## config.mk

```make
export PLATFORM = sky130hd
export DESIGN_NAME = gcd_sched
export DESIGN_NICKNAME = d
export VERILOG_FILES = /design/src/rtl/gcd_sched_pkg.sv /design/src/rtl/gcd_step_dp.sv /design/src/rtl/gcd_sched.sv
export SDC_FILE = /design/constraint.sdc
export NUM_CORES = 1
export LEC_CHECK = 0
export CORE_AREA = 2 2 67 69
export CTS_CLUSTER_SIZE = 28
export DETAILED_ROUTE_END_ITERATION = 6
export DIE_AREA = 0 0 69 71
export HOLD_SLACK_MARGIN = 0.15
export PLACE_DENSITY = 0.82
export REMOVE_ABC_BUFFERS = 1
export SETUP_SLACK_MARGIN = 0.5
export SKIP_LAST_GASP = 1
export SLEW_MARGIN = 20
export SYNTH_ARGS = -nofsm -noshare
export SYNTH_HDL_FRONTEND = slang
export SYNTH_SLANG_ARGS = --single-unit
```

## constraint.sdc

```tcl
create_clock -name clk -period 5.5 [get_ports clk]
set_clock_uncertainty 0.2 [all_clocks]
set_input_delay 0.55 -clock clk [delete_from_list [all_inputs] [get_ports clk]]
set_output_delay 0.55 -clock clk [all_outputs]
set_load 0.005 [all_outputs]
```

## src/rtl/gcd_sched_pkg.sv

```systemverilog
// Shared types and defaults for the gcd_sched controller and its datapath.
package gcd_sched_pkg;

  typedef enum logic [1:0] {
    IDLE = 2'd0,
    RUN  = 2'd1,
    DONE = 2'd2
  } state_t;

  localparam int DEF_WIDTH = 8;
  localparam int DEF_NREQ  = 2;

endpackage

```

## src/rtl/gcd_step_dp.sv

```systemverilog
// Operand registers of the shared subtract-based GCD engine: load, one subtraction per step,
// plus the zero and magnitude status the controller steers from.
module gcd_step_dp
  import gcd_sched_pkg::*;
#(
  parameter int WIDTH = DEF_WIDTH
) (
  input  logic             clk,
  input  logic             rst,
  input  logic             load,
  input  logic             step,
  input  logic             sub_a,
  input  logic [WIDTH-1:0] load_a,
  input  logic [WIDTH-1:0] load_b,
  output logic [WIDTH-1:0] areg,
  output logic [WIDTH-1:0] breg,
  output logic             a_zero,
  output logic             b_zero,
  output logic             a_gt_b
);

  logic [WIDTH-1:0] areg_q, areg_d;
  logic [WIDTH-1:0] breg_q, breg_d;

  // The controller only steps with both operands non-zero, so the larger one is always the minuend.
  always_comb begin
    areg_d = areg_q;
    breg_d = breg_q;
    if (load) begin
      areg_d = load_a;
      breg_d = load_b;
    end else if (step) begin
      if (sub_a) areg_d = areg_q - breg_q;
      else       breg_d = breg_q - areg_q;
    end
  end

  always_ff @(posedge clk) begin
    if (rst) begin
      areg_q <= '0;
      breg_q <= '0;
    end else begin
      areg_q <= areg_d;
      breg_q <= breg_d;
    end
  end

  assign areg   = areg_q;
  assign breg   = breg_q;
  assign a_zero = (areg_q == '0);
  assign b_zero = (breg_q == '0);
  assign a_gt_b = (areg_q > breg_q);

endmodule

```

## src/rtl/gcd_sched.sv

```systemverilog
// Round-robin scheduler sharing one clocked GCD engine between NREQ requesters,
// returning each result with its owner's ID over a valid/ready port.
module gcd_sched
  import gcd_sched_pkg::*;
#(
  parameter int WIDTH = DEF_WIDTH,
  parameter int NREQ  = DEF_NREQ,
  parameter int IDW   = 1
) (
  input  logic                  clk,
  input  logic                  rst,
  input  logic [NREQ-1:0]       req_valid,
  input  logic [NREQ*WIDTH-1:0] req_a,
  input  logic [NREQ*WIDTH-1:0] req_b,
  output logic [NREQ-1:0]       req_ready,
  output logic                  resp_valid,
  input  logic                  resp_ready,
  output logic [IDW-1:0]        resp_id,
  output logic [WIDTH-1:0]      resp_gcd,
  output logic                  busy
);

  localparam logic [IDW:0] NREQ_W = (IDW+1)'(NREQ);

  state_t           state_q, state_d;
  logic [IDW-1:0]   ptr_q, ptr_d;
  logic [IDW-1:0]   cur_id_q, cur_id_d;
  logic [IDW-1:0]   resp_id_q, resp_id_d;
  logic [WIDTH-1:0] resp_gcd_q, resp_gcd_d;
  logic             resp_valid_q, resp_valid_d;
  logic             busy_q, busy_d;

  logic [NREQ-1:0]  grant;
  logic [IDW-1:0]   gnt_id;
  logic             gnt_any;
  logic [IDW:0]     idx_w;
  logic [IDW:0]     nxt_w;

  logic             load, step;
  logic [WIDTH-1:0] areg, breg;
  logic             a_zero, b_zero, a_gt_b;

  // Search from the pointer upward with wrap; nothing is offered outside IDLE or while in reset.
  always_comb begin
    grant   = '0;
    gnt_id  = '0;
    gnt_any = 1'b0;
    idx_w   = '0;
    if (state_q == IDLE && !rst) begin
      for (int k = 0; k < NREQ; k++) begin
        idx_w = {1'b0, ptr_q} + (IDW+1)'(k);
        if (idx_w >= NREQ_W) idx_w = idx_w - NREQ_W;
        if (!gnt_any && req_valid[idx_w[IDW-1:0]]) begin
          grant[idx_w[IDW-1:0]] = 1'b1;
          gnt_id                = idx_w[IDW-1:0];
          gnt_any               = 1'b1;
        end
      end
    end
  end

  always_comb begin
    nxt_w = {1'b0, gnt_id} + (IDW+1)'(1);
    if (nxt_w >= NREQ_W) nxt_w = nxt_w - NREQ_W;
  end

  always_comb begin
    state_d    = state_q;
    ptr_d      = ptr_q;
    cur_id_d   = cur_id_q;
    resp_id_d  = resp_id_q;
    resp_gcd_d = resp_gcd_q;
    load       = 1'b0;
    step       = 1'b0;
    case (state_q)
      IDLE: begin
        if (gnt_any) begin
          load     = 1'b1;
          cur_id_d = gnt_id;
          ptr_d    = nxt_w[IDW-1:0];
          state_d  = RUN;
        end
      end
      RUN: begin
        if (a_zero) begin
          resp_gcd_d = breg;
          resp_id_d  = cur_id_q;
          state_d    = DONE;
        end else if (b_zero) begin
          resp_gcd_d = areg;
          resp_id_d  = cur_id_q;
          state_d    = DONE;
        end else begin
          step = 1'b1;
        end
      end
      DONE: begin
        if (resp_ready) state_d = IDLE;
      end
      default: state_d = IDLE;
    endcase
    resp_valid_d = (state_d == DONE);
    busy_d       = (state_d != IDLE);
  end

  always_ff @(posedge clk) begin
    if (rst) begin
      state_q      <= IDLE;
      ptr_q        <= '0;
      cur_id_q     <= '0;
      resp_id_q    <= '0;
      resp_gcd_q   <= '0;
      resp_valid_q <= 1'b0;
      busy_q       <= 1'b0;
    end else begin
      state_q      <= state_d;
      ptr_q        <= ptr_d;
      cur_id_q     <= cur_id_d;
      resp_id_q    <= resp_id_d;
      resp_gcd_q   <= resp_gcd_d;
      resp_valid_q <= resp_valid_d;
      busy_q       <= busy_d;
    end
  end

  gcd_step_dp #(
    .WIDTH(WIDTH)
  ) u_dp (
    .clk    (clk),
    .rst    (rst),
    .load   (load),
    .step   (step),
    .sub_a  (a_gt_b),
    .load_a (req_a[int'(gnt_id)*WIDTH +: WIDTH]),
    .load_b (req_b[int'(gnt_id)*WIDTH +: WIDTH]),
    .areg   (areg),
    .breg   (breg),
    .a_zero (a_zero),
    .b_zero (b_zero),
    .a_gt_b (a_gt_b)
  );

  assign req_ready  = grant;
  assign resp_valid = resp_valid_q;
  assign resp_id    = resp_id_q;
  assign resp_gcd   = resp_gcd_q;
  assign busy       = busy_q;

endmodule

```

==> impl_metrics.toml <==
[worst_setup_path]
worst_r2r_path_depth = 9
worstPathMaxFanout = 29
r2r-start = "u_dp.areg[0]$_SDFFE_PP0P_"
worst_setup_path_start_kind = "input port"
required_ns = 4.75
r2r_end = "u_dp.areg[6]$_SDFFE_PP0P_"
crit_path_end_kind = "output port"
path_class = "in -> out"
arrival_ns = 2.92
reg2reg_slack_ns = 2.31

[power_and_ir_drop]
pwr-share-comb_pct = 67.2
ir_worst_vdd_mv = 0.332
intPower_mw = 1.05
p_clk_share_pct = 12.0
power_density_nw_per_um2 = 717
p_switching_mw = 0.935
pwr-share-seq_pct = 20.8
leakage_nw = 1.04
p_sw_share_pct = 47.2

[placed_design]
placedCellCount = 342
portBuffers = 49
dp_hpwl_um = 4080
gp_congestion = 0.885

[logic_synthesis]
yosys.area_share.simple_pct = 18.0
syn_area_per_cell_um2 = 8.47
synthMuxAreaShare_pct = 0.463
synth-edff-count = 0
synth_top_family_by_area = "compound AO/OA/AOI/OAI gates"
synth_compound_gate_area_share_pct = 32.6
ys_warn_count = 0
synthAdderAreaFrac_pct = 10.5
synthArstFlopShare_pct = 0
synth-seq-area-share_pct = 28.7
synth_area_um2 = 2160
synth.distinct_cells = 45
synthFlopType = "dfxtp_1"
ys_seq_elements = 31
synth-xor-area-share_pct = 2.43
synth_cells = 255

[timing]
relSlewSlack_pct = 27.7
rsz0062_at_grt = "no"
drv_slew = 0
finalSetupTns_ns = 0
worst_pin_slew_ns = 1.08
hold_viol_final = 0
setup_viol = 0
period_minus_slack_ns = 3.67
fmax_ghz = 0.272
period_share_pct = 66.8

[global_route]
track_usage_pct = 23.6
grt_pass1_vias = 2084
grt_overflow = 0
grt_pass1_wl_um = 9520
grt_antenna_before_repair = 0
grt_max_degree = 30

[run]
cap_violations = 0

[route]
drc_errors = 0
drtAntennaViolNets = 0
vias_per_cell = 5.87
vias = 2053
routedWlPerCell_um = 16.3
dr.pass1.iters = 4
drt_wl_total_um = 5700
drt_iter0_markers = 151

[die]
die_w_um = 69
dieArea_um2 = 4900
io_pins = 50
core_um2 = 4200
rows = 24
die_height_um = 71
initial_core_util_pct = 51.4

[cts]
cts_buffer_depth = 2
clock_latency_ns = 0.29
cts_sinks = 31
post_cts_buffers = 0
numCtsBuffers = 5
clkTransAtPathRegs_ns = 0.07
cts_tree = "done"
cts_hold_buf = 0
h-tree-depth = 2
post_cts_resized = 0
cts-root-buf = "clkbuf_8"

[cells_and_area]
drive_gt1_share_pct = 10.1
utilization_pct = 65.7
layout_commonest_cell = "clkdlybuf4s50_1"
diodes = 0
seqCellArea_um2 = 621
final_cell_mix = "clkdlybuf4s50_1 (49), nor2_1 (37), dfxtp_1 (31)"
area_growth_pct = 28.0
final_cell_count_no_fill = 350
n_fill_cell = 385
final_nets = 351
multi_input_area_um2 = 1390

[worst_hold_path]
worstHoldStart = "resp_gcd[1]$_SDFFE_PP0P_"
worstHoldPathType = "reg -> reg"
min_path_cells = 2
worstHoldEndpoint = "resp_gcd[1]$_SDFFE_PP0P_"

[status]
status = "complete, no violations"
## metal layers
layer / GRT usage, % / vias up / wire length (um)
li1: - / 1028 / -
met4: 9.15 / 0 / 83
met5: 0 / - / 0
met2: 41.3 / 64 / 2830
met3: 5.41 / 9 / 288
met1: 28.2 / 952 / 2500
## cell usage after synthesis (all sizes together), types with 6 or more instances
master,count,share of area [%]
nor2,39,7.6
dfxtp,31,29
a21oi,26,6.2
inv,20,3.5
a211oi,19,8.5
ha,15,8.7
a222oi,10,4.6
clkbuf,9,1.7
o21ai,9,2.1
nand2,8,1.7
nor3,7,2.1
buf,6,2.0
## through the flow
stage	worst slack [ns]	total power [mW]	hold slack, ns	area, um^2
CTS	1.86	1.97	0.305	2760
floorplan	2.40	1.41	0.257	2080
global placement	1.93	1.69	0.288	2650
detailed placement	1.88	1.72	0.290	2650
finish	1.83	1.98	0.300	2760
global route	1.72	2.16	0.326	2760
## worst max-delay path by stage
stage,cells past startpoint,start,to
global placement,5,rst,req_ready[1]
detailed placement,5,rst,req_ready[0]
finish,5,rst,req_ready[0]
floorplan,4,req_valid[0],u_dp.areg[0]$_SDFFE_PP0P_
CTS,5,rst,req_ready[0]
global route,5,rst,req_ready[0]
## power groups by stage
stage,combinational (mW),clock (mW),sequential [mW]
final,1.33,0.238,0.411
after global routing,1.48,0.249,0.424
after CTS,1.32,0.242,0.408
after detailed placement,1.31,0,0.413
after global placement,1.28,0,0.409
after floorplan,1.03,0,0.383
## layout make-up
cell class / instances / share of cell area [%]
Multi-Input combinational cell: 189 / 50.2
Sequential cell: 31 / 22.5
Timing Repair Buffer: 50 / 18.0
Clock buffer: 6 / 2.99
Inverter: 20 / 2.72
Tap cell: 52 / 2.35
Clock inverter: 2 / 1.27
## registers in the layout (all words and copies together) (netlist names)
name / flops
busy: 1
ptr_q: 1
u_dp.breg: 8
resp_gcd: 8
resp_id: 1
resp_valid: 1
state_q: 2
cur_id_q: 1
u_dp.areg: 8
## worst max-delay path, cell delays in order
cell and delay [ns]:
clkdlybuf4s50_1 0.40, buf_4 0.25, nor3_1 0.37, and3_1 0.70, clkdlybuf4s50_1 0.63
## kinds of logic (layout without fill, tap and decap cells)
family	Yosys count	in the layout
XOR/XNOR	6	6
AND/OR/NAND/NOR	74	74
adder cells (fa/ha/maj)	17	17
buffers and inverters	35	78
flip-flops	31	31
multiplexers	1	1
AO/OA/AOI/OAI	91	91
(Power assumes the default switching activity.)
